## src/rtl/monitor_contador_pkg.sv

```systemverilog
// Shared types for the counter event monitor: event codes, FSM states, event record.
// No logic of its own; pure type and constant definitions.
// Not applicable (no handshake in a package).
package monitor_contador_pkg;

    // Widest counter value an event record can carry; narrower values are zero-extended.
    localparam int MON_VALUE_W = 32;

    typedef enum logic [1:0] {
        EVT_NONE    = 2'b00,
        EVT_WRAP_UP = 2'b01,
        EVT_WRAP_DN = 2'b10,
        EVT_THRESH  = 2'b11
    } evt_code_t;

    typedef enum logic {
        IDLE  = 1'b0,
        TRACK = 1'b1
    } mon_state_t;

    typedef struct packed {
        evt_code_t              code;
        logic [MON_VALUE_W-1:0] value;
    } evt_rec_t;

endpackage

```

## src/rtl/fifo_eventos.sv

```systemverilog
// Generic show-ahead synchronous FIFO carrying one record of type T per entry.
// Latency: a push at edge N is visible at the head in cycle N+1; head reads zero when empty.
// Backpressure: push while full is dropped (o_drop) unless a pop happens in the same cycle.
module fifo_eventos #(
    parameter int  DEPTH = 4,
    parameter type T     = logic [7:0]
) (
    input  logic                   clk,
    input  logic                   reset,
    input  logic                   i_push,
    input  T                       i_push_dat,
    input  logic                   i_pop,
    output T                       o_head_dat,
    output logic                   o_empty,
    output logic                   o_full,
    output logic [$clog2(DEPTH):0] o_count,
    output logic                   o_drop
);

    localparam int PW = $clog2(DEPTH);

    T                r_mem [DEPTH];
    logic [PW-1:0]   r_wr_ptr;
    logic [PW-1:0]   r_rd_ptr;
    logic [PW:0]     r_count;

    logic            w_pop_ok;
    logic            w_push_ok;

    assign o_empty   = (r_count == '0);
    assign o_full    = (r_count == (PW+1)'(DEPTH));
    // A pop on an empty FIFO is ignored; a full FIFO still accepts a push if it is popped too.
    assign w_pop_ok  = i_pop && !o_empty;
    assign w_push_ok = i_push && (!o_full || w_pop_ok);
    assign o_drop    = i_push && !w_push_ok;
    assign o_count   = r_count;
    assign o_head_dat = o_empty ? T'('0) : r_mem[r_rd_ptr];

    // Pointer and occupancy bookkeeping; pointers wrap naturally since DEPTH is a power of 2.
    always_ff @(posedge clk) begin
        if (reset) begin
            r_wr_ptr <= '0;
            r_rd_ptr <= '0;
            r_count  <= '0;
        end else begin
            if (w_push_ok) r_wr_ptr <= r_wr_ptr + 1'b1;
            if (w_pop_ok)  r_rd_ptr <= r_rd_ptr + 1'b1;
            case ({w_push_ok, w_pop_ok})
                2'b10:   r_count <= r_count + 1'b1;
                2'b01:   r_count <= r_count - 1'b1;
                default: r_count <= r_count;
            endcase
        end
    end

    // Storage array; contents need no reset because occupancy gates the head.
    always_ff @(posedge clk) begin
        if (w_push_ok) r_mem[r_wr_ptr] <= i_push_dat;
    end

endmodule

```

## src/rtl/monitor_contador.sv

```systemverilog
// Watches an up/down counter and queues wrap events (and threshold hits with MONITOR_THRESH_EN).
// Latency: event from the sample at edge N appears on evt_valid in cycle N+1.
// Backpressure: evt_ready stalls the head; events arriving into a full queue are dropped and set evt_ovf.
module monitor_contador
    import monitor_contador_pkg::*;
#(
    parameter int WIDTH = 8,
    parameter int DEPTH = 4
) (
    input  logic                   clk,
    input  logic                   reset,
    input  logic [WIDTH-1:0]       cnt_value,
    input  logic                   cnt_en,
    input  logic                   cnt_dir,
    input  logic [WIDTH-1:0]       thresh,
    output logic                   evt_valid,
    input  logic                   evt_ready,
    output logic [1:0]             evt_code,
    output logic [WIDTH-1:0]       evt_value,
    output logic [$clog2(DEPTH):0] evt_count,
    output logic                   evt_ovf
);

    localparam logic [WIDTH-1:0] ALL_ONES = {WIDTH{1'b1}};

    mon_state_t       r_state;
    mon_state_t       w_state_nxt;
    logic [WIDTH-1:0] r_prev;
    logic [WIDTH-1:0] w_prev_nxt;
    logic             r_ovf;

    logic             w_wrap_up;
    logic             w_wrap_dn;
    logic             w_thr_hit;
    logic             w_evt_vld;
    evt_code_t        w_evt_code;
    evt_rec_t         w_rec;
    evt_rec_t         w_head;
    logic             w_empty;
    logic             w_full;
    logic             w_drop;
    logic             w_unused_head;

    assign w_wrap_up = (r_prev == ALL_ONES) && (cnt_value == '0) && !cnt_dir;
    assign w_wrap_dn = (r_prev == '0) && (cnt_value == ALL_ONES) && cnt_dir;

`ifdef MONITOR_THRESH_EN
    // Fires on the cycle the count lands on the threshold, not while it sits there.
    assign w_thr_hit = (cnt_value == thresh) && (r_prev != thresh);
`else
    logic w_unused_thresh;
    assign w_thr_hit       = 1'b0;
    assign w_unused_thresh = ^thresh;
`endif

    // State and previous-sample registers.
    always_ff @(posedge clk) begin
        if (reset) begin
            r_state <= IDLE;
            r_prev  <= '0;
        end else begin
            r_state <= w_state_nxt;
            r_prev  <= w_prev_nxt;
        end
    end

    // Next-state and detection; disabling drops to IDLE so the forced clear never looks like a wrap.
    always_comb begin
        w_state_nxt = r_state;
        w_prev_nxt  = r_prev;
        w_evt_vld   = 1'b0;
        w_evt_code  = EVT_NONE;
        case (r_state)
            IDLE: begin
                if (cnt_en) begin
                    w_state_nxt = TRACK;
                    w_prev_nxt  = cnt_value;
                end
            end
            TRACK: begin
                if (!cnt_en) begin
                    w_state_nxt = IDLE;
                end else begin
                    w_prev_nxt = cnt_value;
                    if (w_wrap_up) begin
                        w_evt_vld  = 1'b1;
                        w_evt_code = EVT_WRAP_UP;
                    end else if (w_wrap_dn) begin
                        w_evt_vld  = 1'b1;
                        w_evt_code = EVT_WRAP_DN;
                    end else if (w_thr_hit) begin
                        w_evt_vld  = 1'b1;
                        w_evt_code = EVT_THRESH;
                    end
                end
            end
            default: w_state_nxt = IDLE;
        endcase
    end

    assign w_rec.code  = w_evt_code;
    assign w_rec.value = MON_VALUE_W'(cnt_value);

    fifo_eventos #(
        .DEPTH (DEPTH),
        .T     (evt_rec_t)
    ) u_fifo (
        .clk        (clk),
        .reset      (reset),
        .i_push     (w_evt_vld),
        .i_push_dat (w_rec),
        .i_pop      (evt_ready),
        .o_head_dat (w_head),
        .o_empty    (w_empty),
        .o_full     (w_full),
        .o_count    (evt_count),
        .o_drop     (w_drop)
    );

    // Sticky overflow; only reset clears it.
    always_ff @(posedge clk) begin
        if (reset) r_ovf <= 1'b0;
        else if (w_drop) r_ovf <= 1'b1;
    end

    assign evt_valid     = !w_empty;
    assign evt_code      = w_head.code;
    assign evt_value     = w_head.value[WIDTH-1:0];
    assign evt_ovf       = r_ovf;
    // Record bits above WIDTH are always zero here.
    assign w_unused_head = ^(w_head.value >> WIDTH) ^ w_full;

endmodule

```

## config.mk

```make
export PLATFORM = sky130hd
export DESIGN_NAME = monitor_contador
export DESIGN_NICKNAME = d
export VERILOG_FILES = /design/src/rtl/monitor_contador_pkg.sv /design/src/rtl/fifo_eventos.sv /design/src/rtl/monitor_contador.sv
export SDC_FILE = /design/constraint.sdc
export NUM_CORES = 1
export LEC_CHECK = 0
export CORE_MARGIN = 3
export CORE_UTILIZATION = 54
export DETAILED_ROUTE_END_ITERATION = 10
export GPL_ROUTABILITY_DRIVEN = 0
export GPL_TIMING_DRIVEN = 1
export PLACE_DENSITY = 0.9
export SETUP_SLACK_MARGIN = 0.1
export SYNTH_ARGS = -nofsm -noshare
export SYNTH_HDL_FRONTEND = slang
export SYNTH_SLANG_ARGS = --single-unit
```

## constraint.sdc

```tcl
create_clock -name clk -period 4.46 [get_ports clk]
set_clock_uncertainty 0.2 [all_clocks]
set_input_delay 1.338 -clock clk [delete_from_list [all_inputs] [get_ports clk]]
set_output_delay 1.338 -clock clk [all_outputs]
set_load 0.01 [all_outputs]
```

==> flow_summary.yaml, run 1 <==
outcome:
  status: "finished clean"
timing:
  drv_slew: 0
  max_slew.worst_pin.slew_ps: 698
  fmax_ghz: 0.254
  fin_crit_ps: 3940
  tns_ps: 0
  setup_viol: 0
  slew_headroom: 0.533
  final-hold-violation-count: 0
  rsz0062_at_grt: "false"
  fin_ws_ps: 521
  fin_crit_sh: 0.883
grt:
  antenna_found_initial: 0
  grt_pass1_vias: 1611
  grt_pass1_wl_um: 7600
  grt_overflow: 0
  grt_use_total: 0.194
  grt_max_degree: 21
setup_path:
  cp_common_cell: "inv_1"
  r2r_slack_ps: 1710
  required_ps: 4510
  max_stage_delay_ps: 540
  start_kind: "input port"
  r2r-start: "r_prev[3]$_SDFFE_PP0P_"
  reg2reg_depth: 10
  cp_slowest_cell: "clkdlybuf4s50_1"
  crit_type: "in -> reg"
  cp.arrival_ps: 3980
  cp_max_fo: 3
  r2r-end: "u_fifo.o_count[2]$_SDFFE_PP0P_"
  worstSetupEndpointType: "register"
  path_cells: "clkdlybuf4s50_1, nand4b_1, or4_4, o32ai_2, inv_1, ha_1, inv_1, fa_1, xor2_1, or3_1, a21oi_1"
floorplanning:
  die_area_um2: 5550
  start_util: 0.571
  pin_count: 36
  rows: 24
  coreArea_um2: 4440
  fp.dieW_um: 74.5
  die_y_um: 74.5
clock_network:
  clk_latency_ps: 330
  post_cts_buffers: 0
  cts_tree: "yes"
  cts_buffer_depth: 2
  cts_sinks: 59
  cts_root_buf: "clkbuf_8"
  cts.clk_slew.worst_paths_ps: 60
  cts_buffers: 9
  hold_buffers: 0
  cts.htree.levels: 3
  ctsResizeCount: 0
placement:
  dp.cells: 258
  pre_cts_ws_ps: 200
  dpl.hpwl_um: 3130
  io_buffers: 27
  dpl_cell_area_um2: 2940
detailed_routing:
  drtPass1Iterations: 5
  routed-via-count: 1585
  drt_wl_total_um: 4670
  wl_per_cell_um: 17.0
  antenna_left: 0
  vias_per_cell: 5.78
  initialDrtViolationCount: 163
  drc: 0
synth:
  yosysWarnings: 0
  ys_seq_area_frac: 0.624
  synth_area_per_cell_um2: 14.7
  synth.distinct_cells: 41
  synth_area_leader_cell: "edfxtp_1"
  synth_edf_count: 40
  ys_ff_latch: 59
  synth_top_flop_cell: "edfxtp_1"
  synth_top_cells_by_area: "edfxtp_1 (47%), dfxtp_1 (15%), mux4_2 (8.9%)"
  syn-num-nets: 199
  synth_top_area_share: 0.474
  netlist_area_um2: 2540
  synthCells: 172
  async_reset_ff_frac: 0
worst_hold_path:
  hold_start: "evt_ovf$_SDFFE_PP0P_"
  whs_path_depth: 2
  min_to: "evt_ovf$_SDFFE_PP0P_"
  hp-class: "reg -> reg"
layout:
  instances_no_fill: 274
  nNetsFinal: 244
  post-route-util: 0.706
  layout-drive-gt1-share: 0.185
  area_growth_pct: 23.6
  diodes: 0
  nFillCells: 309
  finalInstanceArea_um2: 3140
job:
  maxCapViolations: 0
power_and_ir_drop:
  ir_drop_mv: 0.238
  p_leak_nw: 1.07
  p_per_area_nw_per_um2: 356
[Yosys cell counts (all sizes together), types with 2 or more instances]
master and n:
nand4 2, nand2 2, buf 3, nor4b 4
mux4 10, mux2i 9, and2 16, nor2 18
nand2b 2, edfxtp 40, nor2b 4, and4b 2
nor4bb 2, a21oi 2, xor2 3, ha 5
clkbuf 3, or3 2, dfxtp 19, inv 6
nor3 2
[worst max path at each step]
stage | from | end | slack (ps) | cells past startpoint
6_report | cnt_value[2] | u_fifo.o_count[2]$_SDFFE_PP0P_ | 520 | 11
2_1_floorplan | cnt_en | u_fifo.o_count[2]$_SDFFE_PP0P_ | 850 | 11
4_1_cts | register | evt_value[0] | 510 | 3
5_1_grt | cnt_value[2] | u_fifo.o_count[2]$_SDFFE_PP0P_ | 380 | 11
3_5_place_dp | cnt_value[2] | u_fifo.o_count[2]$_SDFFE_PP0P_ | 200 | 11
3_3_place_gp | cnt_value[2] | u_fifo.o_count[2]$_SDFFE_PP0P_ | 270 | 11
[sequential cells by signal, indices dropped and copies added (netlist names), named ones only]
| register | flops |
|---|---|
| r_prev | 8 |
| evt_ovf | 1 |
| u_fifo.r_rd_ptr | 2 |
| u_fifo.r_mem | 40 |
| r_state | 1 |
| u_fifo.r_wr_ptr | 2 |
| u_fifo.o_count | 3 |
[cell type report]
type,count,area [um^2],share of cell area
Clock inverter,2,35.0,0.0112
Timing Repair Buffer,40,368,0.117
Tap cell,52,65.1,0.0208
Multi-Input combinational cell,101,901,0.287
Clock buffer,14,163,0.0519
Sequential cell,59,1580,0.504
Inverter,6,22.5,0.00718
[critical path, delay by kind of cell]
family | cells | cell delay, ps
xor+xnor | 1 | 70
buf+inv | 3 | 690
compound gates | 2 | 460
fa+ha+maj | 2 | 410
simple gates | 3 | 1020
[through the flow]
| stage | hold WS, ps | power [mW] |
|---|---|---|
| 3_3_place_gp | 288 | 0.643 |
| 4_1_cts | 316 | 1.13 |
| 3_5_place_dp | 304 | 0.644 |
| 5_1_grt | 352 | 1.16 |
| 2_1_floorplan | 267 | 0.619 |
| 6_report | 316 | 1.12 |
[logic make-up after synthesis]
| logic type | synth area share |
|---|---|
| compound gates | 0.0192 |
| xor+xnor | 0.0138 |
| fa+ha+maj | 0.0326 |
| simple gates | 0.161 |
| buf+inv | 0.0212 |
| flops | 0.624 |
| mux | 0.129 |
[cell usage in the layout (no fill, tap or decap), types with 3 or more instances in the layout]
cell             Yosys  layout
nor2_1              18      18
and2_1              16      16
nor4b_1              4       4
clkbuf_1             3       3
clkdlybuf4s50_1      0      27
inv_1                6       6
dfxtp_1             19      19
nor2b_1              4       4
xor2_1               3       3
edfxtp_1            40      40
buf_4                0      13
mux4_2              10      10
clkbuf_8             0      11
ha_1                 5       5
mux2i_1              9       9
[power by group]
part | switching (mW) | internal [mW]
Clock | 0.195 | 0.288
Combinational | 0.0196 | 0.0223
Sequential | 0.00453 | 0.587
Total | 0.219 | 0.897
[per-layer routing]
layer	vias to the layer above	global-route usage	share of wire	routed length, um
met3	10	0.0716	0.057	266
met1	780	0.241	0.44	2060
li1	739	-	-	-
met4	0	0.0949	0.022	102
met2	56	0.302	0.48	2240
met5	-	0	0	0
Note: power is estimated with default switching activity, not from simulation.
==> inputs of run 2 (changes only) <==
Settings changed: CORE_MARGIN 3 to 2.
Clock period 4.46 ns to 4.07 ns, I/O delays scaled along.
==> flow_summary.yaml, run 2 (synthesized netlist as in run 1, its figures left out) <==
clock_network:
  cts.htree.levels: 3
  cts_tree: "yes"
  cts_root_buf: "clkbuf_8"
  cts_buffers: 9
  cts_sinks: 59
  cts.clk_slew.worst_paths_ps: 70
  clk_latency_ps: 320
  cts_buffer_depth: 2
floorplanning:
  start_util: 0.571
  rows: 24
  coreArea_um2: 4440
  fp.dieW_um: 72.5
  die_y_um: 72.5
  pin_count: 36
  die_area_um2: 5260
setup_path:
  cp_top_family: "simple AND/OR/NAND/NOR gates"
  cp_slowest_cell: "clkdlybuf4s50_1"
  required_ps: 4110
  start_kind: "input port"
  path_cells: "clkdlybuf4s50_1, nor4b_1, nand4_1, o32ai_4, inv_1, ha_1, inv_1, fa_1, xor2_1, or3_1, a21oi_1"
  cp_max_fo: 7
  max_stage_delay_ps: 540
  cp.arrival_ps: 3910
  cp_common_cell: "inv_1"
  crit_type: "in -> reg"
  reg2reg_depth: 10
  cp.depth: 11
  path_buf_inv: 3
  worstSetupEndpointType: "register"
grt:
  grt_max_degree: 21
  grt_pass1_vias: 1611
  antenna_found_initial: 0
  grt_use_total: 0.207
  grt_pass1_wl_um: 7780
  grt_overflow: 0
timing:
  fmax_ghz: 0.259
  holdWs_ps: 322
  tns_ps: 0
  slew_headroom: 0.538
  setup_viol: 0
  final-hold-violation-count: 0
  max_slew.worst_pin.slew_ps: 691
  fin_ws_ps: 202
  fin_crit_sh: 0.950
  fin_crit_ps: 3870
  rsz0062_at_grt: "false"
  drv_slew: 0
layout:
  final_common_cell: "edfxtp_1"
  regArea_um2: 1580
  largest_register_ffs: 40
  nFillCells: 294
  top_register: "u_fifo.r_mem"
  layout-drive-gt1-share: 0.200
  instances_no_fill: 277
  final_cell_mix: "edfxtp_1 (40), clkdlybuf4s50_1 (26), dfxtp_1 (19), nor2_1 (18)"
  nNetsFinal: 247
  area_growth_pct: 25.7
  diodes: 0
  multiInputGateArea_um2: 918
detailed_routing:
  wl_per_cell_um: 18.0
  routed-via-count: 1591
  antenna_left: 0
  vias_per_cell: 5.74
  drt_wl_total_um: 4990
  drc: 0
  initialDrtViolationCount: 158
  drtPass1Iterations: 5
power_and_ir_drop:
  seq_power_share: 0.518
  pwr-share-clk: 0.444
  ir_drop_mv: 0.295
  p_per_area_nw_per_um2: 393
  comb_power_share: 0.038
  p_leak_nw: 1.10
  intPower_mw: 1.01
  power_mw: 1.25
  p_sw_frac: 0.195
  p_sw_mw: 0.244
placement:
  dpl.hpwl_um: 3300
  dp.cells: 261
  pre_cts_ws_ps: -205
  io_buffers: 27
worst_hold_path:
  hp-class: "reg -> reg"
  whs_path_depth: 2
outcome:
  status: "finished clean"
job:
  maxCapViolations: 0
[run 2: cell types whose count changed in the layout (fill, tap and decap cells not counted), moves of 2 or more]
| cell | previous run | this run |
|---|---|---|
| buf_4 | 13 | 16 |
| clkbuf_1 | 3 | 1 |
| clkbuf_8 | 11 | 9 |
| clkinv_1 | 0 | 2 |
[run 2: final timing paths]
check	from	end	slack [ps]
hold / removal	u_fifo.o_count[2]$_SDFFE_PP0P_	u_fifo.o_count[2]$_SDFFE_PP0P_	320
hold reg to reg	u_fifo.o_count[2]$_SDFFE_PP0P_	u_fifo.o_count[2]$_SDFFE_PP0P_	320
setup reg to reg	u_fifo.o_count[1]$_SDFFE_PP0P_	u_fifo.o_count[2]$_SDFFE_PP0P_	1260
setup / recovery	cnt_value[1]	u_fifo.o_count[2]$_SDFFE_PP0P_	200
[run 2: cell type report]
cell class                 count  share of cell area
clock inverter                 6              0.0251
multi-input combinational    101               0.288
inverter                       6             0.00706
tap                           52              0.0204
clock buffer                  10              0.0400
timing repair buffer          43               0.123
sequential                    59               0.496
[run 2: repair_timing]
action                     4_1_cts  5_1_grt
setup endpoints to repair        0        2
hold buffers                     0        0
resized for setup                0        3
buffers inserted                 0        0
[run 2: worst min-delay path: cells and delay by family, from the launching register on]
kind           cells  cell delay (ps)
AO/OA/AOI/OAI      2              140
flip-flops         1              340
[run 2: power groups by stage]
stage          combinational [mW]  clock (mW)  sequential (mW)
6_report                   0.0478       0.556            0.648
5_1_grt                    0.0517       0.589            0.648
4_1_cts                    0.0470       0.564            0.647
3_5_place_dp               0.0464           0            0.660
3_3_place_gp               0.0447           0            0.660
2_1_floorplan              0.0188           0            0.659
[run 2: per-layer routing]
layer  wire length, um  track usage
met5                 0            0
met4                80        0.105
met3               238       0.0611
met2              2610        0.330
met1              2070        0.258
[run 2: stage by stage]
stage,instance area [um^2],util
2_1_floorplan,2540,-
3_3_place_gp,2960,0.666
3_5_place_dp,2960,0.666
4_1_cts,3170,0.713
5_1_grt,3190,0.717
6_report,3190,0.717
